### src/rtl/regfile_pkg.sv
// Shared types and default sizes for the heart-rate monitor register-file arbiter.
package regfile_pkg;

  localparam int DATA_W_DEF = 8;
  localparam int ADDR_W_DEF = 3;
  localparam int NREG       = 2 ** ADDR_W_DEF;

  typedef enum logic [1:0] {
    ST_CLEAR  = 2'd0,
    ST_IDLE   = 2'd1,
    ST_ACCESS = 2'd2
  } state_t;

  // Client index: 0 = sample capture unit, 1 = rate-processing unit.
  typedef logic client_t;

endpackage

### src/rtl/rr_arb2.sv
// Two-way round-robin choice; the last-granted client is held by the parent.
module rr_arb2
  import regfile_pkg::*;
(
  input  logic    i_req0,
  input  logic    i_req1,
  input  client_t i_last,
  output logic    o_valid,
  output client_t o_winner
);

  // On contention the client that did not win last time goes next.
  assign o_valid  = i_req0 | i_req1;
  assign o_winner = (i_req0 & i_req1) ? ~i_last : i_req1;

endmodule

### src/rtl/regfile_arbiter.sv
// Shares the register file's write port and port-A read between two clients,
// clears the file on reset or command, and passes port B through as a monitor.
module regfile_arbiter
  import regfile_pkg::*;
#(
  parameter int DATA_W = DATA_W_DEF,
  parameter int ADDR_W = ADDR_W_DEF
) (
  input  logic              i_clk,
  input  logic              i_resetN,
  input  logic              i_clr,
  input  logic              i_req0,
  input  logic              i_req1,
  input  logic              i_we0,
  input  logic              i_we1,
  input  logic [ADDR_W-1:0] i_addr0,
  input  logic [ADDR_W-1:0] i_addr1,
  input  logic [DATA_W-1:0] i_wdata0,
  input  logic [DATA_W-1:0] i_wdata1,
  output logic              o_gnt0,
  output logic              o_gnt1,
  output logic              o_rvalid0,
  output logic              o_rvalid1,
  output logic [DATA_W-1:0] o_rdata,
  output logic              o_busy,
  input  logic [ADDR_W-1:0] i_monSel,
  output logic [DATA_W-1:0] o_monData,
  output logic [ADDR_W-1:0] o_rfSa,
  output logic [ADDR_W-1:0] o_rfSb,
  output logic [ADDR_W-1:0] o_rfDr,
  output logic              o_rfLd,
  output logic [DATA_W-1:0] o_rfDin,
  input  logic [DATA_W-1:0] i_rfDataA,
  input  logic [DATA_W-1:0] i_rfDataB
);

  localparam logic [ADDR_W-1:0] CntLast = ADDR_W'((2 ** ADDR_W) - 1);

  state_t              r_state;
  logic [ADDR_W-1:0]   r_cnt;
  client_t             r_last;
  client_t             r_cmdId;
  logic                r_cmdWe;
  logic [ADDR_W-1:0]   r_cmdAddr;
  logic [DATA_W-1:0]   r_cmdWdata;
  logic                r_gnt0;
  logic                r_gnt1;
  logic                r_rvalid0;
  logic                r_rvalid1;
  logic [DATA_W-1:0]   r_rdata;

  logic                w_arbValid;
  client_t             w_arbWinner;
  logic                w_clearing;
  logic                w_writing;

  rr_arb2 u_arb (
    .i_req0   (i_req0),
    .i_req1   (i_req1),
    .i_last   (r_last),
    .o_valid  (w_arbValid),
    .o_winner (w_arbWinner)
  );

  // Grants and read-valids are single-cycle pulses, so they default low each edge.
  always_ff @(posedge i_clk) begin
    if (!i_resetN) begin
      r_state    <= ST_CLEAR;
      r_cnt      <= '0;
      r_last     <= 1'b1;
      r_cmdId    <= 1'b0;
      r_cmdWe    <= 1'b0;
      r_cmdAddr  <= '0;
      r_cmdWdata <= '0;
      r_gnt0     <= 1'b0;
      r_gnt1     <= 1'b0;
      r_rvalid0  <= 1'b0;
      r_rvalid1  <= 1'b0;
      r_rdata    <= '0;
    end else begin
      r_gnt0    <= 1'b0;
      r_gnt1    <= 1'b0;
      r_rvalid0 <= 1'b0;
      r_rvalid1 <= 1'b0;
      unique case (r_state)
        ST_CLEAR: begin
          if (r_cnt == CntLast) begin
            r_state <= ST_IDLE;
            r_cnt   <= '0;
          end else begin
            r_cnt <= r_cnt + ADDR_W'(1);
          end
        end
        ST_IDLE: begin
          // A clear request outranks any pending client access.
          if (i_clr) begin
            r_state <= ST_CLEAR;
            r_cnt   <= '0;
          end else if (w_arbValid) begin
            r_state    <= ST_ACCESS;
            r_last     <= w_arbWinner;
            r_cmdId    <= w_arbWinner;
            r_cmdWe    <= w_arbWinner ? i_we1 : i_we0;
            r_cmdAddr  <= w_arbWinner ? i_addr1 : i_addr0;
            r_cmdWdata <= w_arbWinner ? i_wdata1 : i_wdata0;
            r_gnt0     <= ~w_arbWinner;
            r_gnt1     <= w_arbWinner;
          end
        end
        ST_ACCESS: begin
          r_state <= ST_IDLE;
          if (!r_cmdWe) begin
            r_rdata   <= i_rfDataA;
            r_rvalid0 <= ~r_cmdId;
            r_rvalid1 <= r_cmdId;
          end
        end
        default: begin
          r_state <= ST_CLEAR;
          r_cnt   <= '0;
        end
      endcase
    end
  end

  assign w_clearing = (r_state == ST_CLEAR);
  assign w_writing  = (r_state == ST_ACCESS) && r_cmdWe;

  // Load is gated by reset so an interrupted access never commits on the reset edge.
  assign o_rfLd    = i_resetN & (w_clearing | w_writing);
  assign o_rfDr    = w_clearing ? r_cnt : r_cmdAddr;
  assign o_rfDin   = w_clearing ? '0 : r_cmdWdata;
  assign o_rfSa    = r_cmdAddr;
  assign o_rfSb    = i_monSel;
  assign o_monData = i_rfDataB;

  assign o_busy    = w_clearing;
  assign o_gnt0    = r_gnt0;
  assign o_gnt1    = r_gnt1;
  assign o_rvalid0 = r_rvalid0;
  assign o_rvalid1 = r_rvalid1;
  assign o_rdata   = r_rdata;

endmodule

### config.mk
export PLATFORM = sky130hd
export DESIGN_NAME = regfile_arbiter
export DESIGN_NICKNAME = d
export VERILOG_FILES = /design/src/rtl/regfile_pkg.sv /design/src/rtl/rr_arb2.sv /design/src/rtl/regfile_arbiter.sv
export SDC_FILE = /design/constraint.sdc
export NUM_CORES = 1
export LEC_CHECK = 0
export ABC_AREA = 0
export CAP_MARGIN = 10
export CORE_MARGIN = 1
export CORE_UTILIZATION = 37
export CTS_CLUSTER_DIAMETER = 200
export DETAILED_ROUTE_END_ITERATION = 6
export GPL_TIMING_DRIVEN = 0
export HOLD_SLACK_MARGIN = 0.08
export PLACE_DENSITY = 0.88
export SLEW_MARGIN = 20
export SYNTH_ARGS = -nofsm -noshare
export SYNTH_HDL_FRONTEND = slang
export SYNTH_SLANG_ARGS = --single-unit
### constraint.sdc
create_clock -name i_clk -period 1.86 [get_ports i_clk]
set_clock_uncertainty 0.05 [all_clocks]
set_input_delay 0.186 -clock i_clk [delete_from_list [all_inputs] [get_ports i_clk]]
set_output_delay 0.186 -clock i_clk [all_outputs]
set_load 0.005 [all_outputs]
==> flow_metrics.tcl <==
set metrics [dict create \
    final_cell_count_no_fill 289 \
    gp_congestion 0.805 \
    period_minus_slack_ps 1780 \
    yosys-top-cells-count "31 x dfxtp_1, 17 x nand2_1, 15 x nor2_1" \
    finalSetupViolations 0 \
    synth_warnings 0 \
    ctsRootBufferMaster "clkbuf_8" \
    status "complete, no violations" \
    post-route-util_pct 64.8 \
    synth_most_common_cell "dfxtp_1" \
    cap_viol_max_count 0 \
    place_area_sq_um 2250 \
    htree_levels 2 \
    power.leakage_nw 1.05 \
    rsz0062_at_grt "false" \
    worst_slew_pin_slew_ps 466 \
    num_vias 1406 \
    via_per_inst 4.87 \
    fin_total_pwr_mw 1.43 \
    n_antenna_cell 0 \
    hold_depth 3 \
    grtUsageTotal_pct 19.0 \
    power_density_nw_per_um2 592 \
    synthArstFlopShare_pct 0 \
    hold_violations 0 \
    wl_microns 3700 \
    cts-buffers-inserted 5 \
    clk_path_buf_depth 2 \
    drive_gt1_share_pct 16.2 \
    synthDistinctLibCells 33 \
    grt_overflow 0 \
    reg2reg_depth 6 \
    postSynthRegisterBits 31 \
    cp.arrival_ps 1550 \
    synth_cells 157 \
    path_clk_slew_ps 60 \
    syn_area_sq_um 1450 \
    syn2layout_area_growth_pct 65.9 \
    synthTopCellsByArea "dfxtp_1 43%, o221a_1 6.2%, buf_4 5.7%" \
    critPathKind "reg -> out" \
    first_pass_iters 4 \
    grt_pass1_wl_microns 5930 \
    clk_latency_ps 280 \
    drcViolationCount 0 \
    ant_nets 0 \
    synth_seq_area_share_pct 42.8 \
    core_sq_um 3720 \
    dp.cells 279 \
    fin_area_sq_um 2410 \
    cp_cell_sequence "nor2_4, buf_4, nor2b_1, clkdlybuf4s50_1" \
    synth_top_area_share_pct 42.8 \
    die_w_microns 64.6 \
    grt_pass1_vias 1343 \
    cp_max_fo 13 \
    cpMaxStageDelayCell "clkdlybuf4s50_1" \
    cts_sinks 31 \
    postCtsHoldBufs 0 \
    syn-num-nets 207 \
    slowest_delay_ps 500 \
    drt-initial-drc-count 58 \
    grt_max_degree 14 \
    critPathRequiredTime_ps 1620 \
    hp-class "in -> reg" \
    io_buffers 74 \
    synth-edff-count 0 \
    startpoint_type "flip-flop" \
    maxSlewViolCount 0 \
    antenna_found_initial 0 \
    fillers 321 \
    avgSynthCellArea_sq_um 9.24 \
    vdd_ir_drop_max_v 0.000361 \
    fin_nets 290 \
    synth_area_leader_cell "dfxtp_1" \
    dieArea_sq_um 4180 \
    relSlewSlack_pct 69.0 \
    routedWlPerCell_microns 12.8 \
    hpwl_microns 2800 \
    max_freq_mhz 560 \
    pin_count 87 \
    std_cell_rows 22 \
    fp.dieH_microns 64.6 \
    end_kind "output pin" \
    period_share_pct 95.9 \
    synthFlopType "dfxtp_1" \
    cts_tree "yes" \
    start_util_pct 39.1 \
]
-- cell families (layout without fill, tap and decap cells) --
kind of cell,count (synthesis),in the layout,share of synthesized area [%]
flops,31,31,42.8
compound gates,34,34,17.9
fa+ha+maj,2,2,1.72
simple gates,55,55,19.2
mux,11,11,7.84
buf+inv,24,108,10.5
-- critical path, delay by kind of cell (launching register included) --
family / cells / cell delay [ps]
simple gates: 2 / 180
buf+inv: 2 / 670
flops: 1 / 420
-- layout make-up --
class	instances	area [sq um]	area share, %
Buffer	21	144	5.97
Clock buffer	8	100	4.16
Inverter	2	7.51	0.312
Multi-Input combinational cell	102	686	28.5
Sequential cell	31	624	25.9
Tap cell	48	60.1	2.49
Timing Repair Buffer	77	787	32.7
-- report_power, final --
group | internal [mW] | switching [mW] | leakage [nW]
Combinational | 0.127 | 0.0539 | 0.749
Sequential | 0.669 | 0.00660 | 0.251
Clock | 0.337 | 0.232 | 0.0515
Total | 1.13 | 0.293 | 1.05
-- through the flow --
stage                     hold WS (ps)  setup TNS, ps  worst slack (ps)
after floorplan                    283              0               490
after global placement             379           -545             -87.7
after detailed placement           375           -515             -76.4
after CTS                          295              0              1.55
final                              300              0              75.4
after global routing               319              0             0.479
-- registers in the layout, indices dropped and copies added, names as in the netlist --
name,count
o_rdata,8
o_gnt0,1
r_state,2
r_cmdWdata,8
r_cmdId,1
o_rvalid1,1
r_cnt,3
o_rfSa,3
o_gnt1,1
r_last,1
r_cmdWe,1
o_rvalid0,1
-- what timing repair did --
action | in CTS | in global routing
pin swaps | 0 | 0
endpoints found under the setup margin | 13 | 11
gates resized for setup | 6 | 10
buffers inserted | 1 | 2
gates cloned | 0 | 0
hold endpoints to repair | 0 | 0
-- cells in the final DEF, fill, tap and decap left out, types with 2 or more instances in the layout --
master	instances
clkdlybuf4s50_1	63
nor2b_1	10
nor3_1	2
o21ai_1	10
clkbuf_8	7
dlymetal6s2s_1	10
mux2i_1	8
ha_1	2
a21oi_1	3
inv_1	2
clkbuf_1	3
mux2_2	3
buf_6	2
o21ai_0	4
nand2_1	17
buf_2	4
dfxtp_1	30
buf_4	15
nand3_1	3
o221a_1	8
nor2_1	14
o221a_2	4
-- metal layers --
| metal | global-route usage, % | wire length, microns | vias to the layer above |
|---|---|---|---|
| li1 | - | - | 710 |
| met5 | 0 | 0 | - |
| met1 | 22.0 | 1570 | 636 |
| met3 | 3.35 | 167 | 8 |
| met4 | 11.4 | 74 | 0 |
| met2 | 32.5 | 1900 | 52 |
-- path summary, 6_finish.rpt --
kind | to | startpoint | slack, ps
worst min-delay path | r_cmdId$_SDFFE_PN0P_ | i_resetN | 300
worst min register to register | o_rvalid0$_SDFF_PP0_ | r_cmdId$_SDFFE_PN0P_ | 390
worst max register to register | o_rfSa[0]$_SDFFE_PN0P_ | r_state[0]$_SDFFE_PN0P_ | 150
worst max-delay path | o_rfDin[2] | r_state[1]$_SDFFE_PN0P_ | 80
Note: power is estimated with default switching activity, not from simulation.
